===== config.mk =====
export PLATFORM = sky130hd
export DESIGN_NAME = crc3p_frame_ctrl
export DESIGN_NICKNAME = d
export VERILOG_FILES = /design/src/rtl/crc3p_frame_ctrl.sv
export SDC_FILE = /design/constraint.sdc
export NUM_CORES = 1
export LEC_CHECK = 0
export CORE_MARGIN = 3
export CORE_UTILIZATION = 48
export DETAILED_ROUTE_END_ITERATION = 12
export PLACE_DENSITY = 0.77
export SLEW_MARGIN = 20
export SYNTH_ARGS = -nofsm -noshare
export SYNTH_HDL_FRONTEND = slang
export SYNTH_SLANG_ARGS = --single-unit
export TNS_END_PERCENT = 10

===== constraint.sdc =====
create_clock -name clk -period 1.5 [get_ports clk]
set_input_delay 0.3 -clock clk [delete_from_list [all_inputs] [get_ports clk]]
set_output_delay 0.3 -clock clk [all_outputs]
set_load 0.005 [all_outputs]

===== src/rtl/crc3p_frame_ctrl.sv =====
// Frame sequencer for the 3-parallel CRC datapath: takes message words over valid/ready,
// folds PAR bits per cycle into the CRC, and presents the remainder after the last word.
module crc3p_frame_ctrl #(
    parameter int              DATA_W = 9,
    parameter int              PAR    = 3,
    parameter int              CRC_W  = 4,
    parameter logic [CRC_W-1:0] POLY  = 4'h3,
    parameter logic [CRC_W-1:0] INIT  = 4'h0
) (
    input  logic              clk,
    input  logic              reset,
    input  logic              in_valid,
    output logic              in_ready,
    input  logic [DATA_W-1:0] in_data,
    input  logic              in_last,
    output logic              crc_valid,
    input  logic              crc_ready,
    output logic [CRC_W-1:0]  crc_out,
    output logic              busy
);

    localparam int NCHUNK = DATA_W / PAR;
    localparam int CNT_W  = (NCHUNK > 1) ? $clog2(NCHUNK) : 1;

    typedef enum logic [1:0] {IDLE, SHIFT, RESULT} state_t;

    state_t             state;
    logic [DATA_W-1:0]  word_q;
    logic               last_q;
    logic [CNT_W-1:0]   cnt;
    logic [CRC_W-1:0]   crc;

    // PAR serial LFSR steps, chunk MSB first; message pre-multiplied by x^CRC_W
    function automatic logic [CRC_W-1:0] crc_step(input logic [CRC_W-1:0] c,
                                                  input logic [PAR-1:0]   d);
        logic [CRC_W-1:0] r;
        logic             fb;
        r = c;
        for (int i = PAR - 1; i >= 0; i--) begin
            fb = r[CRC_W-1] ^ d[i];
            r  = {r[CRC_W-2:0], 1'b0} ^ (fb ? POLY : '0);
        end
        return r;
    endfunction

    always_ff @(posedge clk or posedge reset) begin
        if (reset) begin
            state  <= IDLE;
            word_q <= '0;
            last_q <= 1'b0;
            cnt    <= '0;
            crc    <= INIT;
        end else begin
            case (state)
                IDLE: begin
                    if (in_valid) begin
                        word_q <= in_data;
                        last_q <= in_last;
                        cnt    <= '0;
                        state  <= SHIFT;
                    end
                end
                SHIFT: begin
                    // word register shifts left so the next chunk is always at the top
                    crc    <= crc_step(crc, word_q[DATA_W-1 -: PAR]);
                    word_q <= word_q << PAR;
                    if (cnt == CNT_W'(NCHUNK - 1)) begin
                        cnt   <= '0;
                        state <= last_q ? RESULT : IDLE;
                    end else begin
                        cnt <= cnt + 1'b1;
                    end
                end
                RESULT: begin
                    if (crc_ready) begin
                        crc   <= INIT;
                        state <= IDLE;
                    end
                end
                default: state <= IDLE;
            endcase
        end
    end

    assign in_ready  = (state == IDLE);
    assign crc_valid = (state == RESULT);
    assign busy      = (state != IDLE);
    assign crc_out   = crc;

endmodule

==> results.toml, run 1 <==
[grt]
grt_pass1_vias = 754
grt_pass1_wl_um = 3350
grt_start_max_net_pins = 25
globalRouteTotalUtil_pct = 17.5
antenna_found_initial = 0
gr-total-overflow = 0

[floorplanning]
die_w_um = 50.2
start_util_pct = 52.5
rows = 15
die_area_mm2 = 0.00252
die_h_um = 50.2
core_area_mm2 = 0.00178
io_pins = 21

[yosys]
syn_inst = 94
synthAdderAreaFrac_pct = 0
muxShareOfSynthArea_pct = 2.41
synth_simple_gate_area_share_pct = 17.9
synthesis.area_um2 = 936
synth_top_family_by_area = "compound AO/OA/AOI/OAI gates"
yosysSeqAreaShare_pct = 48.1
synth_compound_area_share_pct = 20.7
synth_seq_cells = 18
syn_avg_cell_area_um2 = 9.96
syn_nets = 108
synthDistinctLibCells = 21
synth_xor_area_share_pct = 6.95
ys_warn_count = 0

[placed_design]
dp.cells = 138
dp_hpwl_um = 1370
io_buffers = 20
pre_cts_ws_ns = -0.117
place_congestion = 0.761

[critical_path]
critPathRequiredTime_ns = 1.20
worst-r2r-cell-count = 4
critPathKind = "reg2out"
path_buf_inv = 3
start_kind = "flop"
r2r_start = "state[0]"
r2r-end = "crc_out[2]"
path_depth = 4
end_kind = "output pin"
cp.arrival_ns = 1.27
r2r_setup_slack_ns = 0.10
cp_top_family = "flip-flops"
crit_path_max_fanout = 3
crit_chain = "buf_6, nor2_4, inv_1, dlygate4sd2_1"
crit_slowest_cell = "dfrtp_1"
slowest_delay_ns = 0.44

[detailed_routing]
drt_first_iter_violations = 5
viasPerCell = 5.24
wirelength_um = 1900
route.detailed.drc = 0
vias = 754
firstDrtPassIters = 4
postRouteAntennaNets = 0
wl_per_cell_um = 13.2

[clock_network]
cts_tree = "yes"
path_clk_slew_ns = 0.10
cts-root-buf = "clkbuf_4"
hold_buffers = 0
insertion_delay_ns = 0.28
clk_path_buf_depth = 2
numClockSinks = 18
cts_buffers = 3
htree_levels = 1

[final_layout]
post-route-util_pct = 69.4
drive_gt1_share_pct = 12.6
multi_input_area_um2 = 464
fin_cells = 144
antenna_cells = 0
synthToLayoutAreaGrowth_pct = 32.2
nFillCells = 142
final_nets = 134
regArea_um2 = 450

[sta]
rsz0062_at_grt = "yes"
skew_ns = 0.00186
setup_ws_ns = -0.0678
fmaxAchievable_mhz = 638
setup-tns-final_ns = -0.0841
maxSlewHeadroom_pct = 74.3
post-route-period-util_pct = 105
fin_crit_ns = 1.57
setup_violations = 2
slew_violations = 0
hold_viol_final = 0
tightest_slew_ns = 0.385

[run_status]
violations = "setup timing"
status = "finished with violations"

[run]
drv_cap = 0

[power]
powerDensity_mw_per_mm2 = 1780
ir_worst_vdd_mv = 1.24
power_leakage_uw = 0.000585

[worst_hold_path]
min_path_type = "in2async"
## through the flow
stage | power [µW] | area, µm² | hold WS, ns
after CTS | 2170 | 1210 | 0.320
after global placement | 1890 | 1170 | 0.470
after global routing | 2410 | 1240 | 0.323
after floorplan | 1550 | 936 | 0.239
final | 2210 | 1240 | 0.318
after detailed placement | 1920 | 1170 | 0.478
## worst register-to-register path, stage by stage (launching register included)
cell	delay (ns)
dfrtp_1	0.44
buf_4	0.28
nand2b_1	0.21
a21boi_0	0.10
a311oi_1	0.27
## synth_stat cells
| cell type | count | area (µm²) |
|---|---|---|
| inv_1 | 3 | 11.3 |
| mux2_2 | 2 | 22.5 |
| o2bb2ai_1 | 1 | 8.76 |
| nand2b_1 | 2 | 12.5 |
| dfrtp_1 | 18 | 450 |
| nor2b_1 | 6 | 37.5 |
| xor3_1 | 2 | 47.6 |
| o21bai_2 | 1 | 11.3 |
| nand2_1 | 12 | 45.0 |
| nor2_1 | 3 | 11.3 |
| a22o_1 | 1 | 8.76 |
| buf_2 | 2 | 10.0 |
| a311oi_1 | 3 | 26.3 |
| o22ai_1 | 1 | 6.26 |
| a21oi_1 | 13 | 65.1 |
| buf_4 | 1 | 7.51 |
| and3b_1 | 7 | 61.3 |
| xor2_1 | 2 | 17.5 |
| o21ai_0 | 9 | 45.0 |
| clkbuf_1 | 2 | 7.51 |
| a21boi_0 | 3 | 22.5 |
## power by group
group          internal (µW)  switching, µW
clock                    148            146
combinational            591            450
sequential               688            186
total                   1430            782
## final cells by class
type                       instances  area share [%]
tap                               25            2.53
timing repair buffer              26            19.7
inverter                           3           0.910
multi-input combinational         68            37.5
clock buffer                       4            2.93
sequential                        18            36.4
## metal layers
layer | GRT usage [%] | up-vias | routed length (µm)
li1 | - | 378 | -
met4 | 4.61 | 0 | 13
met5 | 0 | - | 0
met3 | 5.04 | 2 | 103
met2 | 26.3 | 17 | 887
met1 | 24.6 | 357 | 896
## cells in the final DEF, fill, tap and decap left out, drive strengths merged
cell type | netlist | layout
a21boi | 3 | 3
a21oi | 13 | 13
a22o | 1 | 1
a311oi | 3 | 3
and3b | 7 | 7
buf | 3 | 6
clkbuf | 2 | 4
clkdlybuf4s50 | 0 | 13
dfrtp | 18 | 18
dlygate4sd2 | 0 | 6
dlymetal6s2s | 0 | 1
inv | 3 | 3
mux2 | 2 | 2
nand2 | 12 | 12
nand2b | 2 | 2
nor2 | 3 | 3
nor2b | 6 | 6
o21ai | 9 | 9
o21bai | 1 | 1
o22ai | 1 | 1
o2bb2ai | 1 | 1
xor2 | 2 | 2
xor3 | 2 | 2
## worst max-delay path by stage
stage | from | endpoint | slack (ns)
after floorplan | state[1] | last_q | 0.35
after global placement | in_valid | cnt[0] | -0.06
after detailed placement | in_valid | cnt[0] | -0.12
after CTS | state[1] | crc_valid | -0.18
after global routing | state[0] | busy | -0.13
final | state[0] | busy | -0.07
## cells by family after synthesis
logic type / after synthesis
AO/OA/AOI/OAI: 32
AND/OR/NAND/NOR: 30
flip-flops: 18
buffers and inverters: 8
XOR/XNOR: 4
multiplexers: 2
## sequential cells by signal (all words and copies together) (netlist names)
name     count
word_q       9
crc_out      4
state        2
cnt          2
last_q       1
## what timing repair did
item / 4_1_cts / 5_1_grt
pin swaps: 1 / 0
gates resized for setup: 8 / 4
endpoints found under the setup margin: 7 / 3
buffers inserted: 0 / 2
Power figures use the tool's default switching activity.
==> run 2: changes to the inputs <==
--- a/config.mk
+++ b/config.mk
@@ -7,7 +7,9 @@
 export LEC_CHECK = 0
 export CORE_MARGIN = 3
 export CORE_UTILIZATION = 48
+export CTS_CLUSTER_SIZE = 25
 export DETAILED_ROUTE_END_ITERATION = 12
+export GPL_ROUTABILITY_DRIVEN = 0
 export PLACE_DENSITY = 0.77
 export SLEW_MARGIN = 20
 export SYNTH_ARGS = -nofsm -noshare
==> constraint.sdc (replaced) <==
create_clock -name clk -period 1.5 [get_ports clk]
set_input_delay 0.375 -clock clk [delete_from_list [all_inputs] [get_ports clk]]
set_output_delay 0.375 -clock clk [all_outputs]
set_load 0.005 [all_outputs]
==> run 2 against run 1 <==
  * The flow now finishes without violations
  * Die area unchanged
  * Hold slack better by 0.072 ns
  * Core utilization down 0.49 points
  * Non-clock buffer count up 1
  * Final cell count up 0.69%
  * Sequential cell count unchanged
  * Sequential share of layout area up 0.26 points
  * Clock power about the same
  * Critical path depth unchanged
  * Global-route usage up 0.45 points
  * Cell area down 0.71%
  * Power up 0.55%
  * Largest cell class unchanged
==> results.toml, run 2 (synthesis results as in run 1) <==
[detailed_routing]
drt_first_iter_violations = 7
viasPerCell = 5.30
firstDrtPassIters = 4
wirelength_um = 1960
route.detailed.drc = 0
wl_per_cell_um = 13.5
postRouteAntennaNets = 0
vias = 768

[critical_path]
critPathRequiredTime_ns = 1.12
r2r-end = "cnt[0]"
end_kind = "output pin"
cp.arrival_ns = 1.09
crit_slowest_cell = "dfrtp_1"
endpoint = "busy"
worst-r2r-cell-count = 4
r2r_start = "state[1]"
start_kind = "flop"
crit_chain = "buf_6, nor2_4, inv_2, clkbuf_2"
critPathKind = "reg2out"
r2r_setup_slack_ns = 0.10
cp-startpoint = "state[1]"
crit_path_max_fanout = 3
slowest_delay_ns = 0.41

[run_status]
status = "completed"

[final_layout]
multi_input_area_um2 = 459
final_nets = 135
fin_cells = 145
layout_commonest_cell = "dfrtp_1"
antenna_cells = 0
post-route-util_pct = 68.9
largest_register = "word_q"
synthToLayoutAreaGrowth_pct = 31.3
layout_common_cells = "dfrtp_1 (18), a21oi_1 (13), clkdlybuf4s50_1 (13), nand2_1 (12), o21ai_0 (9)"
largest_reg_flops = 9
regArea_um2 = 450
drive_gt1_share_pct = 16.7
nFillCells = 139

[power]
intPower_uw = 1430
switching_share_pct = 35.7
p_comb_share_pct = 47.7
ir_worst_vdd_mv = 1.15
p_sw_uw = 793
powerDensity_mw_per_mm2 = 1810
seqPwrFrac_pct = 39.0
power_frac_clock_pct = 13.2
power_leakage_uw = 0.000571

[floorplanning]
die_w_um = 50.2
core_area_mm2 = 0.00178
die_h_um = 50.2
io_pins = 21
die_area_mm2 = 0.00252
start_util_pct = 52.5
rows = 15

[clock_network]
cts_buffers = 3
htree_levels = 1
cts_tree = "yes"
insertion_delay_ns = 0.29
hold_buffers = 0
path_clk_slew_ns = 0.10
numClockSinks = 18
clk_path_buf_depth = 2
cts-root-buf = "clkbuf_4"

[grt]
gr-total-overflow = 0
globalRouteTotalUtil_pct = 17.9
grt_start_max_net_pins = 25
grt_pass1_vias = 761
grt_pass1_wl_um = 3440
antenna_found_initial = 0

[sta]
skew_ns = 0.00287
fin_crit_ns = 1.46
fmaxAchievable_mhz = 683
post-route-period-util_pct = 97.6
hold_viol_final = 0
maxSlewHeadroom_pct = 75.5
tightest_slew_ns = 0.366
setup_violations = 0
slew_violations = 0
rsz0062_at_grt = "yes"

[worst_hold_path]
min_path_type = "in2async"

[placed_design]
io_buffers = 20
dp_hpwl_um = 1370
dp.cells = 138

[run]
drv_cap = 0
[run 2: power by group through the flow]
stage          registers (µW)  clock network (µW)  logic (µW)
2_1_floorplan             846                   0         703
3_3_place_gp              875                   0        1020
3_5_place_dp              881                   0        1040
4_1_cts                   863                 300        1040
5_1_grt                   898                 320        1190
6_report                  867                 294        1060
[run 2: cell type report]
type                    count  share of cell area (%)
clock buffers               4                    2.95
inverters                   3                   0.916
multi-input cells          68                    37.4
flip-flops and latches     18                    36.7
well taps                  25                    2.55
repair buffers             27                    19.6
[run 2: timing repair]
action	in CTS	in global routing
pin swaps	1	2
setup buffers	2	1
gates cloned	0	0
gates resized for setup	10	9
setup endpoints to repair	7	7
[run 2: worst max-delay path: cells and delay by family, from the launching register on]
family                 cells  cell delay (ns)
flip-flops                 1             0.41
AND/OR/NAND/NOR            1             0.12
buffers and inverters      3             0.26
[run 2: worst min path at each step]
stage	startpoint	end	slack, ns	cells after the start
after CTS	reset	word_q[5]	0.40	3
final	reset	word_q[1]	0.39	3
after global routing	reset	crc_out[3]	0.40	3
after floorplan	reset	cnt[0]	0.31	1
after detailed placement	state[1]	state[1]	0.48	1
after global placement	word_q[3]	word_q[3]	0.47	2
[run 2: stage by stage]
stage          cell area, µm²  hold slack [ns]  power [µW]  worst slack, ns  TNS, ns
6_report                 1230            0.391        2220           0.0362        0
5_1_grt                  1230            0.398        2410          -0.0183  -0.0330
4_1_cts                  1220            0.395        2200           -0.134   -0.216
3_5_place_dp             1170            0.478        1920           -0.192    -1.72
3_3_place_gp             1170            0.470        1890           -0.135   -0.972
2_1_floorplan             936            0.314        1550            0.353        0
[run 2: layer usage]
layer  track usage (%)  up-vias  part of all wire [%]
li1                  -      381                     -
met1              25.5      365                    48
met2              27.2       20                    46
met3              4.45        2                   5.4
met4              4.61        0                  0.66
met5                 0        -                     0
==> run 3: changes to the inputs <==
--- a/config.mk
+++ b/config.mk
@@ -6,11 +6,11 @@
 export NUM_CORES = 1
 export LEC_CHECK = 0
 export CORE_MARGIN = 3
-export CORE_UTILIZATION = 48
+export CORE_UTILIZATION = 52
 export CTS_CLUSTER_SIZE = 25
 export DETAILED_ROUTE_END_ITERATION = 12
 export GPL_ROUTABILITY_DRIVEN = 0
-export PLACE_DENSITY = 0.77
+export PLACE_DENSITY = 0.82
 export SLEW_MARGIN = 20
 export SYNTH_ARGS = -nofsm -noshare
 export SYNTH_HDL_FRONTEND = slang
==> constraint.sdc (replaced) <==
create_clock -name clk -period 1.9 [get_ports clk]
set_input_delay 0.475 -clock clk [delete_from_list [all_inputs] [get_ports clk]]
set_output_delay 0.475 -clock clk [all_outputs]
set_load 0.005 [all_outputs]
==> run 3 against run 2 <==
  * Setup slack better by 0.11 ns
  * Critical path depth down 3
  * Cell area grew 0.31%
  * Hold slack improved by 0.089 ns
  * Largest cell class unchanged
  * Largest power group unchanged
==> results.toml, run 3 (synthesis results as in run 1) <==
[run_status]
status = "completed"

[critical_path]
worst-r2r-cell-count = 4
crit_path_max_fanout = 5
critPathRequiredTime_ns = 1.42
start_kind = "flop"
cp.arrival_ns = 1.28
crit_slowest_cell = "clkdlybuf4s50_1"
cp_top_family = "buffers and inverters"
cp-startpoint = "crc_out[2]"
slowest_delay_ns = 0.53
end_kind = "output pin"
r2r_start = "state[0]"
r2r_setup_slack_ns = 0.44
crit_chain = "clkdlybuf4s50_1"
critPathKind = "reg2out"
r2r-end = "crc_out[2]"
path_buf_inv = 1

[floorplanning]
core_area_mm2 = 0.00159
die_area_mm2 = 0.00234
rows = 14
io_pins = 21
start_util_pct = 58.7
die_w_um = 48.4
die_h_um = 48.4

[clock_network]
numClockSinks = 18
htree_levels = 1
cts_tree = "yes"
cts_buffers = 3
insertion_delay_ns = 0.30
clk_path_buf_depth = 2
cts-root-buf = "clkbuf_4"
path_clk_slew_ns = 0.11

[final_layout]
largest_reg_flops = 9
multi_input_area_um2 = 459
final_nets = 133
largest_register = "word_q"
synthToLayoutAreaGrowth_pct = 31.7
layout_commonest_cell = "dfrtp_1"
post-route-util_pct = 77.3
drive_gt1_share_pct = 11.9
antenna_cells = 0
layout_common_cells = "dfrtp_1 (18), clkdlybuf4s50_1 (17), a21oi_1 (13), nand2_1 (12), o21ai_0 (9)"
nFillCells = 110
regArea_um2 = 450

[power]
ir_worst_vdd_mv = 0.912
powerDensity_mw_per_mm2 = 1430
power_leakage_uw = 0.000590
total_power_uw = 1760

[detailed_routing]
wl_met3_um = 75
wirelength_um = 1970
met2_wirelength_um = 911
drt_first_iter_violations = 11
firstDrtPassIters = 4
viasPerCell = 5.44
vias = 773
dr.max_layer_used = "met4"
wl_met1_um = 900
route.detailed.drc = 0
wl_per_cell_um = 13.9
postRouteAntennaNets = 0

[grt]
globalRouteTotalUtil_pct = 18.9
grt_pass1_wl_um = 3420
grt_pass1_vias = 743
grt_start_max_net_pins = 25
gr-total-overflow = 0
antenna_found_initial = 0

[placed_design]
io_buffers = 20
dp_hpwl_um = 1440

[run]
drv_cap = 0

[worst_hold_path]
min_path_type = "in2async"

[sta]
skew_ns = 0.00395
hold_viol_final = 0
slew_violations = 0
whs_ns = 0.479
setup_violations = 0
tightest_slew_ns = 0.366
setup-tns-final_ns = 0
rsz0062_at_grt = "no"
fmaxAchievable_mhz = 571
fin_crit_ns = 1.75
post-route-period-util_pct = 92.1
maxSlewHeadroom_pct = 75.6
run 3: cell types whose count changed in the layout (fill, tap and decap cells not counted), sizes merged:
cell / before / now
buf: 7 / 5
clkbuf: 7 / 4
clkdlybuf4s50: 13 / 17
dlygate4sd2: 4 / 0
dlymetal6s2s: 0 / 3
run 3: worst register-to-register path, delay by kind of cell (launching register included):
| kind | cells | cell delay, ns |
|---|---|---|
| flops | 1 | 0.44 |
| buf+inv | 1 | 0.27 |
| simple gates | 1 | 0.23 |
| compound gates | 2 | 0.41 |
run 3: worst max-delay path by stage:
stage	slack [ns]	cells past startpoint	to
2_1_floorplan	0.66	3	cnt[0]
3_3_place_gp	0.16	3	cnt[0]
3_5_place_dp	0.11	4	word_q[0]
4_1_cts	0.005	2	in_ready
5_1_grt	0.09	1	crc_out[2]
6_report	0.15	1	crc_out[2]
run 3: per-stage QoR:
step	setup WS [ns]	instance area [µm²]	instances
after floorplan	0.659	936	94
after global placement	0.159	1170	137
after detailed placement	0.105	1170	137
after CTS	0.00517	1210	141
after global routing	0.0854	1230	142
final	0.149	1230	142
run 3: power breakdown:
| part | total (µW) | switching (µW) | internal (µW) |
|---|---|---|---|
| combinational | 821 | 339 | 483 |
| sequential | 698 | 155 | 543 |
| clock | 241 | 124 | 117 |
run 3: area by class of cell:
type	count	area share (%)
repair buffers	25	19.9
clock buffers	4	2.94
well taps	24	2.44
flip-flops and latches	18	36.5
multi-input cells	68	37.3
inverters	3	0.914
run 3: layer usage:
metal,up-vias,GRT usage [%]
li1,379,-
met1,366,25.4
met2,19,28.2
met3,9,3.68
met4,0,11.4
met5,-,0
run 3: what timing repair did:
action                                  4_1_cts  5_1_grt
hold buffers                                  0        0
setup buffers                                 0        1
resized for setup                             2        4
pin swaps                                     0        1
gates cloned                                  0        0
endpoints found under the setup margin        2        3
==> RTL edit 1 (config.mk and constraints of run 2) <==
The parameter `PAR` goes from 3 to 6.
--- a/src/rtl/crc3p_frame_ctrl.sv
+++ b/src/rtl/crc3p_frame_ctrl.sv
@@ -2,7 +2,7 @@
 // folds PAR bits per cycle into the CRC, and presents the remainder after the last word.
 module crc3p_frame_ctrl #(
     parameter int              DATA_W = 9,
-    parameter int              PAR    = 3,
+    parameter int              PAR    = 6,
     parameter int              CRC_W  = 4,
     parameter logic [CRC_W-1:0] POLY  = 4'h3,
     parameter logic [CRC_W-1:0] INIT  = 4'h0
Formal check against the unedited RTL: not equivalent (Yosys sat finds a counterexample within 4 cycles, from zero or initial values and one cycle with reset high).
==> RTL edit 1 against run 2 <==
The flow now finishes with violations (setup timing); area after synthesis shrank 8.6%; critical path type unchanged; power grew 21%; setup slack lost 0.039 ns; maximum frequency shrank 2.6%; utilization grew 7.0 points; largest cell class unchanged; hold slack lost 0.023 ns; wire length shrank 3.3%; sequential cell count shrank 2; cell area shrank 1.5%.
==> RTL edit 1: results (changes against run 2) <==
switching fraction of total power: 36.85% (+1.1 points)
CP peak stage delay: 0.40 ns
status: finished, violations left
iteration count of the initial detailed-routing pass: 6 (+2)
WL met3: 89 um (-15%)
worst vdd ir: 1.400 mV (+22%)
Yosys warning total: 0 (unchanged)
Cell Pwr Density: 2226 mW/mm2 (+23%)
DR vias: 748 (-2.6%)
met2 wire len: 912 um (+0.44%)
GR Layer Usage met2: 30.73% (+3.6 points)
metal1 wirelength: 827 um (-11%)
H-tree Lvls: 1 (unchanged)
number of remaining DRC errors: 0 (unchanged)
largest net degree at the start of global routing: 17 (-32%)
part of the power in registers: 29.9% (-9.1 points)
clock root cell: clkbuf_4
failing checks: setup timing
Syn Nets: 98 (-9.3%)
first-pass GRT wire length: 3077 um (-10%)
Ant. Diodes: 0 (unchanged)
hpwl dp: 1418 um (+3.6%)
Worst-Margin Slew: 0.3009 ns (-0.06507 ns)
GR met1 Demand/Resource: 24.72% (-0.82 points)
Final TNS setup: -0.004531 ns (-0.004531 ns)
Leak: 0.5657 nW (-0.98%)
Synth top cells by count: dfrtp_1, nand2_1, a21oi_1, o21ai_0
final hold viol count: 0 (unchanged)
endpoints failing setup: 2 (+2)
Clock power frac: 10.9% (-2.3 points)
vias in the first global route: 712 (-6.4%)
wire per inst: 13.17 um (-2.6%)
setup ws final: -0.003083 ns (-0.03930 ns)
CP Max Fanout: 2 (-1)
Netlist cell types: 27 (+29%)
GRT Overall Usage: 19.89% (+2.0 points)
PostCTS Resize Cnt: 14 (+4)
register area share after synthesis: 46.78% (-1.3 points)
Hold/Removal Path Class: in -> async
Setup Buffers After CTS: 6 (+4)
largest cells by area after synthesis: dfrtp_1, xnor2_1, a21oi_1, nand2_1, nor2b_1
asr flop ratio synth: 100.0% (unchanged)
arrival time of the worst setup path: 1.13 ns (+0.04 ns)
clk_lat worst skew: 0.30 ns
met3 Track Usage GR: 3.690% (-0.76 points)
Final Skew: 0.003482 ns (+0.0006076 ns)
share of cells above drive strength 1: 21.67% (+5.0 points)
-- RTL edit 1: cell families (layout without fill, tap and decap cells) --
kind of cell	count (synthesis)	after routing	synth area share [%]
buffers and inverters	6	42	2.924
AOI/OAI and AO/OA	22	22	15.35
DFF	16	16	46.78
and+or+nand+nor	26	26	16.67
muxes	3	3	3.655
xor gates and xnor gates	11	11	14.62
-- RTL edit 1: worst paths after layout --
path / cells past startpoint / end / start / slack [ns]
worst max-delay path: 3 / in_ready / state[1]$_DFFE_PP0P_ / -0.003
worst min-delay path: 3 / state[1]$_DFFE_PP0P_ / reset / 0.37
worst max register to register: 5 / crc_out[1]$_DFFE_PP0P_ / crc_out[3]$_DFFE_PP0P_ / -0.003
worst min register to register: 2 / state[1]$_DFFE_PP0P_ / last_q$_DFFE_PP0P_ / 0.51
max in group asynchronous: 3 / crc_out[1]$_DFFE_PP0P_ / reset / 0.94
min in group clk: 2 / state[1]$_DFFE_PP0P_ / last_q$_DFFE_PP0P_ / 0.51
-- RTL edit 1: cell type report --
type	count	area (um2)
timing repair buffer	35	292.8
tap	24	30.03
multi-input combinational	62	437.9
sequential	16	401.6
fill	113	384.1
clock buffer	4	36.28
inverter	3	11.26
-- RTL edit 1: metrics by stage --
step / power, mW / instances / hold WS (ns) / worst slack (ns) / instance area [um2]
final: 2.693 / 144 / 0.3673 / -0.003083 / 1210
after global routing: 2.915 / 144 / 0.3908 / -0.09514 / 1210
after CTS: 2.723 / 144 / 0.3706 / -0.01742 / 1220
after detailed placement: 2.370 / 134 / 0.4931 / -0.09894 / 1140
after global placement: 2.311 / 134 / 0.4649 / -0.03606 / 1140
after floorplan: 1.829 / 84 / 0.2887 / 0.01417 / 855.8
-- RTL edit 1: tightest hold or removal path, delay by kind of cell --
kind | cells | cell delay [ns]
buf+inv | 3 | 0.67
==> RTL edit 2 (settings of run 2) <==
Without the edit above. Re-encode `state_t` (3 states) as one-hot, 3 bits wide.
--- a/src/rtl/crc3p_frame_ctrl.sv
+++ b/src/rtl/crc3p_frame_ctrl.sv
@@ -22,7 +22,7 @@
     localparam int NCHUNK = DATA_W / PAR;
     localparam int CNT_W  = (NCHUNK > 1) ? $clog2(NCHUNK) : 1;
 
-    typedef enum logic [1:0] {IDLE, SHIFT, RESULT} state_t;
+    typedef enum logic [2:0] {IDLE = 3'b001, SHIFT = 3'b010, RESULT = 3'b100} state_t;
 
     state_t             state;
     logic [DATA_W-1:0]  word_q;
Behaviour: same outputs for any inputs over 10 cycles, from zero or initial values and one cycle with reset high; not proved beyond that.
==> RTL edit 2 against run 2 <==
The run now ends with setup timing left; wire length up 9.2%; sequential cell count up 1; sequential share of layout area down 2.8 points; setup slack worse by 0.15 ns; power up 23%; area after synthesis up 1.6%; hold slack worse by 0.00057 ns; clock skew down 0.0010 ns; cell area up 14%; critical path type is now reg -> reg.
==> RTL edit 2: results (changes against run 2) <==
failing checks: setup timing
initial DRC count: 14 (+7)
Syn Nets: 94 (-13%)
CP peak stage delay: 0.44 ns (+0.03 ns)
Final Skew: 0.001873 ns (-0.001001 ns)
Synth top cells by count: dfrtp_1, nand2b_1, inv_1, o221a_2
first-pass GRT wire length: 3443 um (+0.20%)
drt total wl: 2142 um (+9.2%)
Synth Area in Compound Gates: 18.55% (-2.2 points)
largest net degree at the start of global routing: 20 (-20%)
Layout fillers: 120 (-14%)
setup ws final: -0.1123 ns (-0.1485 ns)
worst vdd ir: 0.9601 mV (-16%)
status: finished, violations left
Reg2Reg Depth: 5 (+1)
largest cells by area after synthesis: dfrtp_1, o221a_2, nand2b_1, a22o_1, dfstp_2
hpwl dp: 1341 um (-2.1%)
GR Layer Usage met2: 32.61% (+5.4 points)
register area share after synthesis: 50.13% (+2.0 points)
met3 Track Usage GR: 4.154% (-0.30 points)
XOR/XNOR Fraction of Synth Area: 6.053% (-0.90 points)
vias in the first global route: 757 (-0.53%)
DP Area: 0.001244 mm2 (+6.1%)
GR met1 Demand/Resource: 21.32% (-4.2 points)
endpoints failing setup: 15 (+15)
share of cells above drive strength 1: 36.59% (+20 points)
-- RTL edit 2: cell count changes in the layout (fill, tap and decap cells not counted), sizes merged, moves of 6 or more --
cell    change
buf        +17
nand2      -12
a21oi       -9
o21ai       -8
and3b       -7
nand2b      +7
o221a       +6
-- RTL edit 2: worst max path at each step --
stage                         start            endpoint  cells past startpoint
2_1_floorplan  state[0]$_DFFE_PP1P_  last_q$_DFFE_PP0P_                      4
6_report       state[1]$_DFFE_PP0P_  cnt[0]$_DFFE_PP0P_                      5
5_1_grt        state[1]$_DFFE_PP0P_  cnt[0]$_DFFE_PP0P_                      5
4_1_cts        state[2]$_DFFE_PP0P_  cnt[0]$_DFFE_PP0P_                      5
3_5_place_dp   state[0]$_DFFE_PP1P_            in_ready                      3
3_3_place_gp   state[0]$_DFFE_PP1P_            in_ready                      3
-- RTL edit 2: kinds of logic (layout without fill, tap and decap cells) --
| logic type | Yosys count | in the layout |
|---|---|---|
| AO/OA/AOI/OAI | 21 | 21 |
| flip-flops | 19 | 19 |
| XOR/XNOR | 5 | 5 |
| AND/OR/NAND/NOR | 23 | 23 |
| multiplexers | 3 | 3 |
| buffers and inverters | 9 | 52 |
-- RTL edit 2: metrics by stage --
stage               instances  utilization [%]  worst slack [ns]  hold slack (ns)  TNS [ns]
floorplan                  80                -          0.003044           0.3254         0
global placement          133            69.03           -0.2069           0.4863    -2.185
detailed placement        133            69.03           -0.2605           0.4869    -2.550
CTS                       147            75.49           -0.1119           0.3919    -1.211
global route              148            78.06           -0.1644           0.3998    -1.922
finish                    148            78.06           -0.1123           0.3901   -0.9735
-- RTL edit 2: critical path, delay by kind of cell (launching register included) --
kind / cells / cell delay (ns)
buffers and inverters: 2 / 0.24
DFF: 1 / 0.40
muxes: 1 / 0.26
and+or+nand+nor: 2 / 0.61
-- RTL edit 2: cell type report --
class | instances | share of cell area (%)
Clock buffer | 4 | 1.868
Inverter | 6 | 1.601
Multi-Input combinational cell | 52 | 33.72
Sequential cell | 19 | 33.90
Tap cell | 25 | 2.224
Timing Repair Buffer | 42 | 26.69
-- RTL edit 2: timing repair --
item                                    CTS  global route
buffers inserted                         10             1
gates cloned                              0             0
pin swaps                                 4             1
gates resized for setup                  22             9
hold buffers                              0             0
endpoints found under the setup margin   15            17
-- RTL edit 2: layer usage --
metal,vias up,share of wire (%)
met1,364,41
li1,384,-
met4,0,1.3
met3,4,4.9
met5,-,0
met2,17,52
-- RTL edit 2: power breakdown --
part	leakage, nW	total [mW]	internal, mW	switching, mW
clock network	0.0150	0.256	0.104	0.153
logic	0.396	1.52	0.931	0.591
registers	0.228	0.943	0.758	0.186
total	0.639	2.72	1.79	0.930
